### src/rtl/adc_pkg.sv
// Shared types for the ADC burst packer: word width, FIFO entry layout and FSM states.
package adc_pkg;

   localparam int ADC_WORD_W = 32;

   typedef struct packed {
      logic                  last;
      logic [ADC_WORD_W-1:0] data;
   } fifo_entry_t;

   typedef enum logic {
      ST_IDLE,
      ST_BURST
   } state_t;

endpackage

### src/rtl/sync_fifo_fwft.sv
// Single-clock first-word-fall-through FIFO with registered full/empty/level flags.
module sync_fifo_fwft #(
   parameter int DEPTH = 64,
   parameter int WIDTH = 33
) (
   input  logic                     clk,
   input  logic                     rst_n,
   input  logic                     wr_en,
   input  logic [WIDTH-1:0]         wr_data,
   input  logic                     rd_en,
   output logic [WIDTH-1:0]         rd_data,
   output logic                     full,
   output logic                     empty,
   output logic [$clog2(DEPTH):0]   level
);

   localparam int AW = $clog2(DEPTH);

   logic [WIDTH-1:0] mem [DEPTH];
   logic [AW:0]      wr_ptr_q, wr_ptr_d;
   logic [AW:0]      rd_ptr_q, rd_ptr_d;
   logic [AW:0]      level_q, level_d;
   logic             full_q, full_d;
   logic             empty_q, empty_d;
   logic             wr_do, rd_do;

   // Pointers carry one extra bit so full and empty differ; level is their modular difference.
   always_comb begin
      wr_do    = wr_en & ~full_q;
      rd_do    = rd_en & ~empty_q;
      wr_ptr_d = wr_ptr_q + (AW+1)'(wr_do);
      rd_ptr_d = rd_ptr_q + (AW+1)'(rd_do);
      level_d  = wr_ptr_d - rd_ptr_d;
      full_d   = (level_d == (AW+1)'(DEPTH));
      empty_d  = (level_d == '0);
   end

   always_ff @(posedge clk or negedge rst_n) begin
      if (!rst_n) begin
         wr_ptr_q <= '0;
         rd_ptr_q <= '0;
         level_q  <= '0;
         full_q   <= 1'b0;
         empty_q  <= 1'b1;
      end else begin
         wr_ptr_q <= wr_ptr_d;
         rd_ptr_q <= rd_ptr_d;
         level_q  <= level_d;
         full_q   <= full_d;
         empty_q  <= empty_d;
      end
   end

   always_ff @(posedge clk) begin
      if (wr_do) begin
         mem[wr_ptr_q[AW-1:0]] <= wr_data;
      end
   end

   assign rd_data = mem[rd_ptr_q[AW-1:0]];
   assign full    = full_q;
   assign empty   = empty_q;
   assign level   = level_q;

endmodule

### src/rtl/adc_burst_packer.sv
// Absorbs a free-running ADC stream into a FIFO and re-emits it as bounded AXI-Stream bursts
// with tlast, dropping and counting words when the FIFO is full.
module adc_burst_packer
   import adc_pkg::*;
#(
   parameter int DEPTH        = 64,
   parameter int BURST_LEN    = 32,
   parameter int IDLE_TIMEOUT = 256
) (
   input  logic                    aclk,
   input  logic                    aresetn,
   input  logic                    s_axis_tvalid,
   input  logic                    s_axis_tlast,
   input  logic [ADC_WORD_W-1:0]   s_axis_tdata,
   output logic                    m_axis_tvalid,
   input  logic                    m_axis_tready,
   output logic [ADC_WORD_W-1:0]   m_axis_tdata,
   output logic                    m_axis_tlast,
   input  logic                    clear_stats,
   output logic [$clog2(DEPTH):0]  fifo_level,
   output logic [31:0]             dropped_count,
   output logic [31:0]             bursts_sent,
   output logic                    overflow
);

   localparam int LW = $clog2(DEPTH) + 1;
   localparam int IW = $clog2(IDLE_TIMEOUT + 1);
   localparam int BW = $clog2(BURST_LEN + 1);

   function automatic logic [31:0] sat_inc32(input logic [31:0] v);
      return (v == '1) ? v : v + 32'd1;
   endfunction

   fifo_entry_t   wr_entry, head;
   logic          fifo_full, fifo_empty;
   logic [LW-1:0] level;

   state_t        state_q, state_d;
   logic [BW-1:0] beat_q, beat_d;
   logic          by_timeout_q, by_timeout_d;
   logic          last_hold_q, last_hold_d;
   logic [LW-1:0] pending_q, pending_d;
   logic [IW-1:0] idle_q, idle_d;
   logic [31:0]   dropped_q, dropped_d;
   logic [31:0]   bursts_q, bursts_d;
   logic          overflow_q, overflow_d;

   logic          tvalid, tlast, hs, drop, wr_last;
   logic          start_len, start_last, start_to;

   assign wr_entry = '{last: s_axis_tlast, data: s_axis_tdata};

   sync_fifo_fwft #(
      .DEPTH (DEPTH),
      .WIDTH ($bits(fifo_entry_t))
   ) u_fifo (
      .clk     (aclk),
      .rst_n   (aresetn),
      .wr_en   (s_axis_tvalid),
      .wr_data (wr_entry),
      .rd_en   (hs),
      .rd_data (head),
      .full    (fifo_full),
      .empty   (fifo_empty),
      .level   (level)
   );

   always_comb begin
      state_d      = state_q;
      beat_d       = beat_q;
      by_timeout_d = by_timeout_q;
      last_hold_d  = last_hold_q;
      pending_d    = pending_q;
      idle_d       = idle_q;
      dropped_d    = dropped_q;
      bursts_d     = bursts_q;
      overflow_d   = overflow_q;
      tvalid       = 1'b0;
      tlast        = 1'b0;
      hs           = 1'b0;

      drop       = s_axis_tvalid & fifo_full;
      wr_last    = s_axis_tvalid & ~fifo_full & s_axis_tlast;
      start_len  = (level >= LW'(BURST_LEN));
      start_last = (pending_q != '0);
      start_to   = (level != '0) && (idle_q == IW'(IDLE_TIMEOUT));

      case (state_q)
         ST_IDLE: begin
            if (start_len || start_last || start_to) begin
               state_d      = ST_BURST;
               beat_d       = '0;
               by_timeout_d = start_to & ~start_len & ~start_last;
            end
         end
         ST_BURST: begin
            tvalid = ~fifo_empty;
            // last_hold keeps tlast stable if the level term changes while the beat is stalled
            tlast  = tvalid & ((beat_q == BW'(BURST_LEN - 1)) | head.last |
                               ((level == LW'(1)) & by_timeout_q) | last_hold_q);
            hs     = tvalid & m_axis_tready;
            if (hs) begin
               beat_d      = beat_q + BW'(1);
               last_hold_d = 1'b0;
               if (tlast) begin
                  state_d  = ST_IDLE;
                  bursts_d = bursts_q + 32'd1;
               end
            end else if (tlast) begin
               last_hold_d = 1'b1;
            end
         end
         default: state_d = ST_IDLE;
      endcase

      case ({wr_last, hs & head.last})
         2'b10:   pending_d = pending_q + LW'(1);
         2'b01:   pending_d = pending_q - LW'(1);
         default: pending_d = pending_q;
      endcase

      if (s_axis_tvalid) begin
         idle_d = '0;
      end else if (idle_q != IW'(IDLE_TIMEOUT)) begin
         idle_d = idle_q + IW'(1);
      end

      if (drop) begin
         dropped_d  = sat_inc32(dropped_q);
         overflow_d = 1'b1;
      end
      if (clear_stats) begin
         dropped_d  = '0;
         bursts_d   = '0;
         overflow_d = 1'b0;
      end
   end

   always_ff @(posedge aclk or negedge aresetn) begin
      if (!aresetn) begin
         state_q      <= ST_IDLE;
         beat_q       <= '0;
         by_timeout_q <= 1'b0;
         last_hold_q  <= 1'b0;
         pending_q    <= '0;
         idle_q       <= '0;
         dropped_q    <= '0;
         bursts_q     <= '0;
         overflow_q   <= 1'b0;
      end else begin
         state_q      <= state_d;
         beat_q       <= beat_d;
         by_timeout_q <= by_timeout_d;
         last_hold_q  <= last_hold_d;
         pending_q    <= pending_d;
         idle_q       <= idle_d;
         dropped_q    <= dropped_d;
         bursts_q     <= bursts_d;
         overflow_q   <= overflow_d;
      end
   end

   assign m_axis_tvalid = tvalid;
   assign m_axis_tdata  = tvalid ? head.data : '0;
   assign m_axis_tlast  = tlast;
   assign fifo_level    = level;
   assign dropped_count = dropped_q;
   assign bursts_sent   = bursts_q;
   assign overflow      = overflow_q;

endmodule
### config.mk
export PLATFORM = sky130hd
export DESIGN_NAME = adc_burst_packer
export DESIGN_NICKNAME = d
export VERILOG_FILES = /design/src/rtl/adc_pkg.sv /design/src/rtl/sync_fifo_fwft.sv /design/src/rtl/adc_burst_packer.sv
export SDC_FILE = /design/constraint.sdc
export NUM_CORES = 2
export LEC_CHECK = 0
export CORE_MARGIN = 5
export CORE_UTILIZATION = 25
export DETAILED_ROUTE_END_ITERATION = 6
export GPL_TIMING_DRIVEN = 0
export SLEW_MARGIN = 20
export SYNTH_ARGS = -nofsm -noshare
export SYNTH_HDL_FRONTEND = slang
export SYNTH_HIERARCHICAL = 1
export SYNTH_SLANG_ARGS = --single-unit
### constraint.sdc
create_clock -name aclk -period 4.9 [get_ports aclk]
set_input_delay 0.49 -clock aclk [delete_from_list [all_inputs] [get_ports aclk]]
set_output_delay 0.49 -clock aclk [all_outputs]
set_load 0.02 [all_outputs]
==> insert_results.sql <==
INSERT INTO impl_metrics (metric_group, metric, value, unit) VALUES
('clock_tree', 'max-clock-path-buffers', '4', ''),
('grt', 'grtUsageTotal', '13.6', '%'),
('synth', 'per_instance_average_area_after_synthesis', '21.4', 'um2'),
('placement', 'post-dp-hpwl', '169000', 'um'),
('synth', 'synthesis.nets', '4104', ''),
('pwr', 'powerDensity', '550', 'nW/um2'),
('grt', 'initial_antenna_violation_count', '30', ''),
('sta', 'timing.max_slew.rel_slack', '22.1', '%'),
('sta', 'finalHoldViolations', '0', ''),
('floorplanning', 'rows', '216', ''),
('sta', 'fmaxAchievable', '0.205', 'GHz'),
('status', 'status', 'complete, no violations', ''),
('floorplanning', 'die_width', '598', 'um'),
('floorplanning', 'floorplan.die.height', '598', 'um'),
('clock_tree', 'cts-htree-levels', '4', ''),
('detailed_routing', 'route.detailed.vias_per_inst', '4.88', ''),
('clock_tree', 'cts.clk_slew.worst_paths', '70', 'ps'),
('sta', 'fin_worst_skew', '141', 'ps'),
('flow_run', 'maxCapViolCount', '0', ''),
('grt', 'grt_start_max_net_pins', '65', ''),
('final_layout', 'final_layout_size_suffix_gt1_share', '29.3', '%'),
('floorplanning', 'io_pins', '144', ''),
('grt', 'gr-total-overflow', '0', ''),
('final_layout', 'final_design_area_no_fill', '105000', 'um2'),
('hold_path', 'min-delay-path-class', 'in2reg', ''),
('detailed_routing', 'detail_route.wirelength', '250000', 'um'),
('pwr', 'fin_total_pwr', '57.8', 'mW'),
('detailed_routing', 'drt_initial_violations', '5957', ''),
('sta', 'final_worst_hold_slack', '73.8', 'ps'),
('clock_tree', 'insertion_delay', '930', 'ps'),
('detailed_routing', 'detail-route-antenna-nets', '0', ''),
('synth', 'synth_seq_cells', '2225', ''),
('worst_setup_path', 'cp_max_fo', '10', ''),
('floorplanning', 'core_area', '345000', 'um2'),
('grt', 'grt_pass1_vias', '44600', ''),
('synth', 'postSynth.asyncResetShare', '5.08', '%'),
('final_layout', 'net_count_final', '4599', ''),
('sta', 'setup_viol', '0', ''),
('floorplanning', 'design.die.area', '358000', 'um2'),
('synth', 'synth.lib_cells_used.distinct', '69', ''),
('synth', 'synth_enable_flop_cells', '2112', ''),
('synth', 'synthFlopType', 'sky130_fd_sc_hd__edfxtp_1', ''),
('detailed_routing', 'avgRoutedWirePerCell', '26.9', 'um'),
('clock_tree', 'cts_root_buf', 'sky130_fd_sc_hd__clkbuf_16', ''),
('worst_setup_path', 'critical_path_class', 'reg2out', ''),
('detailed_routing', 'dr.pass1.iters', '6', ''),
('clock_tree', 'cts_buffers', '220', ''),
('placement', 'placement.cell_area', '96900', 'um2'),
('final_layout', 'flow.area_growth_from_synthesis', '21.4', '%'),
('synth', 'yosysWarnings', '6', ''),
('detailed_routing', 'drc', '0', ''),
('placement', 'gp_congestion', '0.862', ''),
('worst_setup_path', 'arrival', '4400', 'ps'),
('sta', 'fin_crit_sh', '99.8', '%'),
('pwr', 'power.static_leakage', '32.5', 'nW'),
('synth', 'area_of_the_mapped_netlist', '86500', 'um2'),
('worst_setup_path', 'critPathCaptureType', 'primary output', ''),
('sta', 'tightestPinTransition', '1170', 'ps'),
('synth', 'synth-seq-area-share', '76.6', '%'),
('pwr', 'worst_ir_drop_vdd', '340', 'uV'),
('detailed_routing', 'vias', '45400', ''),
('worst_setup_path', 'timing.critical_path.required', '4410', 'ps'),
('worst_setup_path', 'critPathLaunchType', 'flip-flop', ''),
('sta', 'grt_setup_unrepaired', 'yes', ''),
('grt', 'grt_first_pass_wirelength', '351000', 'um'),
('clock_tree', 'clock_sink_count', '2225', ''),
('sta', 'slew_viol_final', '0', ''),
('floorplanning', 'initial_utilization', '25.0', '%'),
('synth', 'syn_inst', '4046', ''),
('placement', 'portBuffers', '142', ''),
('clock_tree', 'tritoncts', 'yes', ''),
('sta', 'period_minus_slack', '4890', 'ps'),
('worst_setup_path', 'flop_to_flop_setup_slack', '330', 'ps');
-- worst max-delay path, stage by stage (launching register included) --
cell	delay, ps
sky130_fd_sc_hd__dfrtp_1	360
sky130_fd_sc_hd__buf_4	220
sky130_fd_sc_hd__buf_6	260
sky130_fd_sc_hd__buf_4	300
sky130_fd_sc_hd__mux4_2	580
sky130_fd_sc_hd__o221ai_1	310
sky130_fd_sc_hd__a21oi_2	160
sky130_fd_sc_hd__o211a_4	360
sky130_fd_sc_hd__nor2_1	150
sky130_fd_sc_hd__o21ai_2	190
sky130_fd_sc_hd__o21a_1	250
sky130_fd_sc_hd__dlygate4sd2_1	370
-- layout make-up --
class,instances,area (um2)
multi-input combinational,1562,20200
tap,4578,5730
sequential,2225,66200
clock buffer,275,5800
inverter,29,109
timing repair buffer,279,4390
clock inverter,125,980
fill,33100,240000
buffer,224,1460
antenna,8,20.0
-- per-stage QoR --
| stage | setup WS [ps] | utilization [%] | cells | TNS (ps) |
|---|---|---|---|---|
| 3_5_place_dp | -1190 | 28.1 | 8886 | -20820 |
| 4_1_cts | -38.2 | 30.3 | 9300 | -98.4 |
| 2_1_floorplan | 1120 | - | 4046 | 0 |
| 5_1_grt | -88.7 | 30.4 | 9300 | -138 |
| 3_3_place_gp | -1640 | 27.1 | 8766 | -2592540 |
| 6_report | 11.5 | 30.4 | 9305 | 0 |
-- power breakdown --
part / internal (mW) / total, mW / switching, mW
sequential: 21.6 / 21.9 / 0.241
clock: 9.05 / 16.1 / 7.09
combinational: 7.63 / 19.8 / 12.1
-- cell usage in the layout (no fill, tap or decap), drive strengths merged, types with 14 or more instances in the layout --
cell and instances:
inv 33, and2 38, nand3 36, buf 263, a221oi 67, clkdlybuf4s50 107
or3 38, edfxtp 2112, mux2i 123, dfrtp 112, xor2 24, mux4 528
o221ai 64, clkbuf 390, nor2 116, and3 14, nor2b 25, a21oi 111
o211a 26, o21ai 111, ha 19, nand2 42, clkinv 103, or4 19
nand4 21, o31ai 17, dlygate4sd3 14
-- Yosys cell counts, drive strengths merged, types with 29 or more instances --
cell	n	area, um2
a21oi	111	556
nor2	116	435
mux2i	123	1230
o21ai	111	563
inv	29	109
o221ai	64	561
dfrtp	112	2800
buf	117	661
nand2	42	158
edfxtp	2112	63400
clkbuf	113	424
a221oi	67	587
nand3	36	180
mux4	528	11900
and2	38	238
or3	38	238
-- sequential cells by signal, indices dropped and copies added, names as in the netlist --
name and count:
u_fifo/empty 1, dropped_count 32, u_fifo/mem 2112, beat_q 6, u_fifo/full 1, u_fifo/wr_ptr_q 7
last_hold_q 1, pending_q 7, u_fifo/level 7, state_q 1, bursts_sent 32, by_timeout_q 1
idle_q 9, overflow 1, u_fifo/rd_ptr_q 7
-- worst paths after layout --
path	from	to	depth (start not counted)
setup / recovery	u_fifo/rd_ptr_q[0]	m_axis_tlast	11
hold / removal	s_axis_tdata[13]	u_fifo/mem[30][13]	1
setup reg to reg	u_fifo/rd_ptr_q[2]	pending_q[6]	16
hold reg to reg	u_fifo/wr_ptr_q[6]	u_fifo/wr_ptr_q[6]	1
max in group asynchronous	aresetn	u_fifo/empty	3
min in group asynchronous	aresetn	dropped_count[18]	2
-- what timing repair did --
| item | in CTS | in global routing |
|---|---|---|
| pin swaps | 0 | 0 |
| endpoints found under the hold margin | 150 | 0 |
| resized for setup | 294 | 68 |
| setup endpoints to repair | 69 | 30 |
| cloned | 0 | 0 |
| buffers inserted | 2 | 0 |
| hold buffers | 14 | 0 |
-- metal layers --
metal / GRT usage [%] / vias to the layer above / part of all wire, %
li1: - / 18100 / -
met1: 18.7 / 24300 / 39
met2: 21.2 / 2480 / 46
met3: 2.81 / 410 / 9.9
met4: 5.19 / 4 / 4.4
met5: 0 / - / 0.010
-- cell families (layout without fill, tap and decap cells) --
kind of cell | count (synthesis) | count (layout) | synth area share (%)
XOR/XNOR | 38 | 38 | 0.401
multiplexers | 656 | 656 | 15.2
AND/OR/NAND/NOR | 396 | 396 | 2.45
flip-flops | 2225 | 2225 | 76.6
other | 0 | 8 | 0
adder cells (fa/ha/maj) | 20 | 20 | 0.298
buffers and inverters | 259 | 932 | 1.38
AO/OA/AOI/OAI | 452 | 452 | 3.63
Power figures use the tool's default switching activity.
